==> src/rtl/csa_pkg.sv <==
// Shared definitions for the carry-skip adder sum stage: default width,
// status-flag bit positions and the skid buffer occupancy states.
package csa_pkg;

  localparam int DEFAULT_WIDTH = 16;

  // Bit positions inside the 3-bit {ovf, neg, zero} flags vector
  localparam int FLAG_ZERO = 0;
  localparam int FLAG_NEG  = 1;
  localparam int FLAG_OVF  = 2;
  localparam int FLAG_W    = 3;

  // Occupancy of the two-entry (main + skid) output buffer
  typedef enum logic [1:0] {
    SKID_EMPTY = 2'd0,
    SKID_ONE   = 2'd1,
    SKID_FULL  = 2'd2
  } skid_state_e;

endpackage

==> src/rtl/csa_skid_buf.sv <==
// Two-entry skid buffer (main + skid register) with a registered in_ready.
//
// Handshake: a transfer happens on a rising clk edge where valid and ready
// are both high; valid never depends combinationally on ready, ready is a
// flop, and the payload offered while out_valid is high holds until taken.
//
// Occupancy: EMPTY (nothing held), ONE (main full), FULL (main + skid full,
// in_ready low). The main register always feeds the output; when main is
// consumed in FULL, the skid entry moves into main on the same edge.
module csa_skid_buf
  import csa_pkg::*;
#(
  parameter int DW = 17
) (
  input  logic          clk,
  input  logic          rst_n,
  input  logic          in_valid,
  output logic          in_ready,
  input  logic [DW-1:0] in_data,
  output logic          out_valid,
  input  logic          out_ready,
  output logic [DW-1:0] out_data,
  output skid_state_e   state_dbg
);

  skid_state_e   state_q, state_d;
  logic [DW-1:0] main_q, main_d;
  logic [DW-1:0] skid_q, skid_d;
  logic          in_ready_q;
  logic          in_fire, out_fire;

  assign out_valid = (state_q != SKID_EMPTY);
  assign in_ready  = in_ready_q;
  assign out_data  = main_q;
  assign state_dbg = state_q;

  assign in_fire  = in_valid & in_ready_q;
  assign out_fire = out_valid & out_ready;

  // Next occupancy and register contents from the two handshakes
  always_comb begin
    state_d = state_q;
    main_d  = main_q;
    skid_d  = skid_q;
    case (state_q)
      SKID_EMPTY: begin
        if (in_fire) begin
          state_d = SKID_ONE;
          main_d  = in_data;
        end
      end
      SKID_ONE: begin
        if (in_fire && out_fire) begin
          main_d = in_data;
        end else if (in_fire) begin
          state_d = SKID_FULL;
          skid_d  = in_data;
        end else if (out_fire) begin
          state_d = SKID_EMPTY;
        end
      end
      SKID_FULL: begin
        // in_ready is low here, so the input side cannot fire
        if (out_fire) begin
          state_d = SKID_ONE;
          main_d  = skid_q;
        end
      end
      default: begin
        state_d = SKID_EMPTY;
      end
    endcase
  end

  // State, payload and ready flops; reset empties both entries
  always_ff @(posedge clk or negedge rst_n) begin
    if (!rst_n) begin
      state_q    <= SKID_EMPTY;
      main_q     <= '0;
      skid_q     <= '0;
      in_ready_q <= 1'b0;
    end else begin
      state_q    <= state_d;
      main_q     <= main_d;
      skid_q     <= skid_d;
      in_ready_q <= (state_d != SKID_FULL);
    end
  end

endmodule

==> src/rtl/csa_sum_stage.sv <==
// Final sum stage of a carry-skip adder: combines the propagate vector with
// the group carry vector into sum/cout (plus optional status flags) and
// registers the result through a two-entry skid buffer.
//
// Build option: define CSA_SUM_FLAGS_EN to add the {ovf, neg, zero} flags
// port and its logic; without it the port and flag logic are absent.
module csa_sum_stage
  import csa_pkg::*;
#(
  parameter int WIDTH = DEFAULT_WIDTH
) (
  input  logic             clk,
  input  logic             rst_n,
  input  logic             in_valid,
  output logic             in_ready,
  input  logic [WIDTH:0]   P,
  input  logic [WIDTH:0]   Gi,
  output logic             out_valid,
  input  logic             out_ready,
  output logic [WIDTH-1:0] sum,
  output logic             cout
`ifdef CSA_SUM_FLAGS_EN
  ,
  output logic [FLAG_W-1:0] flags
`endif
);

`ifdef CSA_SUM_FLAGS_EN
  localparam int PW = WIDTH + 1 + FLAG_W;
`else
  localparam int PW = WIDTH + 1;
`endif

  logic [WIDTH-1:0] sum_c;
  logic             cout_c;
  logic [PW-1:0]    pay_in, pay_out;
  skid_state_e      skid_state;
  logic             unused_ok;

  // P[0] is only the carry-in slot; the buffer state is for debug probing
  assign unused_ok = ^{P[0], skid_state};

  // Sum bit k takes the propagate of bit k (stored at P[k+1]) and the carry into bit k
  always_comb begin
    sum_c  = P[WIDTH:1] ^ Gi[WIDTH-1:0];
    cout_c = Gi[WIDTH];
  end

`ifdef CSA_SUM_FLAGS_EN
  logic [FLAG_W-1:0] flags_c;

  // Overflow is the carry into the MSB disagreeing with the carry out of it
  always_comb begin
    flags_c            = '0;
    flags_c[FLAG_ZERO] = (sum_c == '0);
    flags_c[FLAG_NEG]  = sum_c[WIDTH-1];
    flags_c[FLAG_OVF]  = Gi[WIDTH] ^ Gi[WIDTH-1];
  end

  assign pay_in                = {flags_c, cout_c, sum_c};
  assign {flags, cout, sum}    = pay_out;
`else
  assign pay_in                = {cout_c, sum_c};
  assign {cout, sum}           = pay_out;
`endif

  csa_skid_buf #(
    .DW (PW)
  ) u_buf (
    .clk       (clk),
    .rst_n     (rst_n),
    .in_valid  (in_valid),
    .in_ready  (in_ready),
    .in_data   (pay_in),
    .out_valid (out_valid),
    .out_ready (out_ready),
    .out_data  (pay_out),
    .state_dbg (skid_state)
  );

endmodule

==> config.mk <==
export PLATFORM = sky130hd
export DESIGN_NAME = csa_sum_stage
export DESIGN_NICKNAME = d
export VERILOG_FILES = /design/src/rtl/csa_pkg.sv /design/src/rtl/csa_skid_buf.sv /design/src/rtl/csa_sum_stage.sv
export SDC_FILE = /design/constraint.sdc
export NUM_CORES = 1
export LEC_CHECK = 0
export ABC_AREA = 1
export CORE_MARGIN = 10
export CORE_UTILIZATION = 52
export DETAILED_ROUTE_END_ITERATION = 12
export MAX_ROUTING_LAYER = met4
export PLACE_DENSITY_LB_ADDON = 0.3
export SLEW_MARGIN = 25
export SYNTH_ARGS = -nofsm -noshare
export SYNTH_HDL_FRONTEND = slang
export SYNTH_SLANG_ARGS = --single-unit
==> constraint.sdc <==
create_clock -name clk -period 2.98 [get_ports clk]
set_input_delay 0.894 -clock clk [delete_from_list [all_inputs] [get_ports clk]]
set_output_delay 0.894 -clock clk [all_outputs]
set_load 0.01 [all_outputs]
==> reports/metrics.yaml <==
cts.sinks: 37
dp_slack_ps: 547
clk_latency_ps: 280
ys_ff_latch: 37
grt_pass1_vias: 1713
hold-path-endpoint: "u_buf.out_data[1]$_DFFE_PN0P_"
post-route-min-period_ps: 2370
synth-compound-area-share: 0.0851
yosysMostFrequentCell: "nand2_1"
worst_pin_slew_ps: 798
synthTopCellsByCount: "nand2_1 (152), dfrtp_1 (37), inv_1 (36), nand3_1 (17), o21ai_2 (17)"
hold_buffers: 0
die-width_um: 82.9
rrSetupSlack_ps: 1410
r2r_start: "u_buf.state_dbg[1]$_DFF_PN0_"
p_clk_frac: 0.196
yosys.area_share.simple: 0.357
n_fill_cell: 318
cts_setup_buffers: 0
cts_tree: "built"
synth_top_family_by_area: "simple AND/OR/NAND/NOR gates"
drt_iter0_drc: 133
synthCells: 281
cts-resized-gates: 0
cts_inserted_buffers: 5
yosysUniqueCellTypes: 16
port_buffers: 55
track_usage: 0.133
yosys.area_share.adder: 0
drt_pass1_iterations: 4
grt_setup_unrepaired: "no"
synth.area.mux_share: 0
fmax_mhz: 422
grt_pass1_wl_um: 7660
drt_wl_total_um: 4510
grt_max_degree: 38
nets: 375
pin_count: 57
drv_cap: 0
start_util: 0.550
seqPwrFrac: 0.391
cp-start-kind: "flip-flop"
fin_crit_sh: 0.796
finClkSkew_ps: 3.62
setup_violations: 0
rows: 22
rr_worst_depth: 7
timing.rr.end: "u_buf.skid_q[4]$_DFFE_PN0P_"
drive_gt1_frac: 0.115
final_hold_viol_count: 0
gp_congestion: 0.765
synth_top_cell_area_share: 0.450
p_leak_nw: 1.50
yosys_warnings: 0
finalSetupTns_ps: 0
num_vias: 1825
required_ps: 2090
synth_top_area_cell: "dfrtp_1"
wl_per_cell_um: 11.7
core-area_mm2: 0.00374
crit_type: "reg2out"
via_per_inst: 4.73
antenna_found_initial: 0
num_antenna_cells: 0
outcome: "completed"
path_clk_slew_ps: 70
peakVddDrop_v: 0.000491
p_comb_frac: 0.413
power.density_mw_per_mm2: 826
place_hpwl_um: 3360
synthXorXnorAreaFrac: 0
drc: 0
intPower_mw: 1.46
drv_slew: 0
whs_path_depth: 2
relSlewSlack: 0.468
critPathCaptureType: "primary output"
dieArea_mm2: 0.00687
ys_top_cells_by_area: "dfrtp_1 (45%), nand2_1 (28%), o21ai_2 (7.2%), inv_1 (6.6%), nand3_1 (4.1%)"
die_y_um: 82.9
root_buffer: "clkbuf_8"
area_growth_pct: 31.8
ys.flop_type: "dfrtp_1"
syn_nets: 319
htree_num_levels: 2
synth-seq-area-share: 0.450
antenna_left: 0
cp_max_fo: 4
synthArstFlopShare: 1.00
synthesis.area_mm2: 0.00206
synth_edf_count: 0
gr-total-overflow: 0
setup_ws_ps: 608
p_switching_mw: 0.786
power.share.switching: 0.351
cts_buffer_depth: 2
min_path_type: "reg2reg"
arrival_ps: 1480
hp-start: "u_buf.out_data[1]$_DFFE_PN0P_"
syn-mean-instance-area_um2: 7.32
[cell usage in the layout (no fill, tap or decap), types with 2 or more instances in the layout]
| cell type | instances |
|---|---|
| dfrtp_1 | 37 |
| inv_1 | 36 |
| inv_2 | 3 |
| o21ai_2 | 17 |
| nand2_1 | 152 |
| nand3_1 | 17 |
| clkbuf_8 | 6 |
| nor2_2 | 2 |
| nand2_4 | 2 |
| clkdlybuf4s50_1 | 54 |
| nor2_4 | 2 |
| nand2_2 | 2 |
[power groups by stage]
stage / logic [mW] / registers (mW) / clock network (mW)
2_1_floorplan: 0.506 / 0.916 / 0
3_3_place_gp: 0.913 / 0.872 / 0
3_5_place_dp: 0.937 / 0.885 / 0
4_1_cts: 0.943 / 0.877 / 0.446
5_1_grt: 1.03 / 0.911 / 0.465
6_report: 0.926 / 0.877 / 0.439
[metrics by stage]
stage	hold slack, ps	utilization	cell area [um^2]	total power [mW]	instances
2_1_floorplan	455	-	2060	1.42	281
3_3_place_gp	461	0.694	2600	1.79	378
3_5_place_dp	464	0.694	2600	1.82	378
4_1_cts	482	0.725	2710	2.27	386
5_1_grt	505	0.725	2710	2.41	386
6_report	478	0.725	2710	2.24	386
[layer usage]
layer | part of all wire | global-route usage | vias up
li1 | - | - | 961
met5 | 0 | - | -
met3 | 0.053 | 0.0400 | 2
met1 | 0.43 | 0.145 | 819
met4 | 0.0075 | 0.0415 | 0
met2 | 0.51 | 0.228 | 43
[worst max-delay path by stage]
stage | from | to | slack [ps] | cells after the start
after floorplan | u_buf.state_dbg[0]$_DFF_PN0_ | out_valid | 1390 | 2
after global placement | in_valid | u_buf.skid_q[15]$_DFFE_PN0P_ | 580 | 7
after detailed placement | in_valid | u_buf.skid_q[4]$_DFFE_PN0P_ | 550 | 7
after CTS | u_buf.state_dbg[0]$_DFF_PN0_ | out_valid | 600 | 3
after global routing | u_buf.state_dbg[0]$_DFF_PN0_ | out_valid | 550 | 3
final | u_buf.state_dbg[0]$_DFF_PN0_ | out_valid | 610 | 3
[worst max-delay path: stages, from the launching register on]
cell and delay, ps:
dfrtp_1 450, nor2_2 210, inv_1 60, clkdlybuf4s50_1 470
[cell families after synthesis]
| logic type | after synthesis |
|---|---|
| AND/OR/NAND/NOR | 178 |
| buffers and inverters | 46 |
| flip-flops | 37 |
| AO/OA/AOI/OAI | 20 |
[area by class of cell]
| type | count | area (um^2) | share of cell area |
|---|---|---|---|
| Inverter | 39 | 146 | 0.0540 |
| Tap cell | 48 | 60.1 | 0.0221 |
| Timing Repair Buffer | 56 | 553 | 0.204 |
| Clock buffer | 7 | 86.3 | 0.0318 |
| Clock inverter | 1 | 30.0 | 0.0111 |
| Sequential cell | 37 | 926 | 0.341 |
| Multi-Input combinational cell | 198 | 911 | 0.336 |
[state kept, by name, indices dropped and copies added, names as in the netlist]
signal	flops
u_buf.in_ready	1
u_buf.out_data	17
u_buf.skid_q	17
u_buf.state_dbg	2
Note: power is estimated with default switching activity, not from simulation.
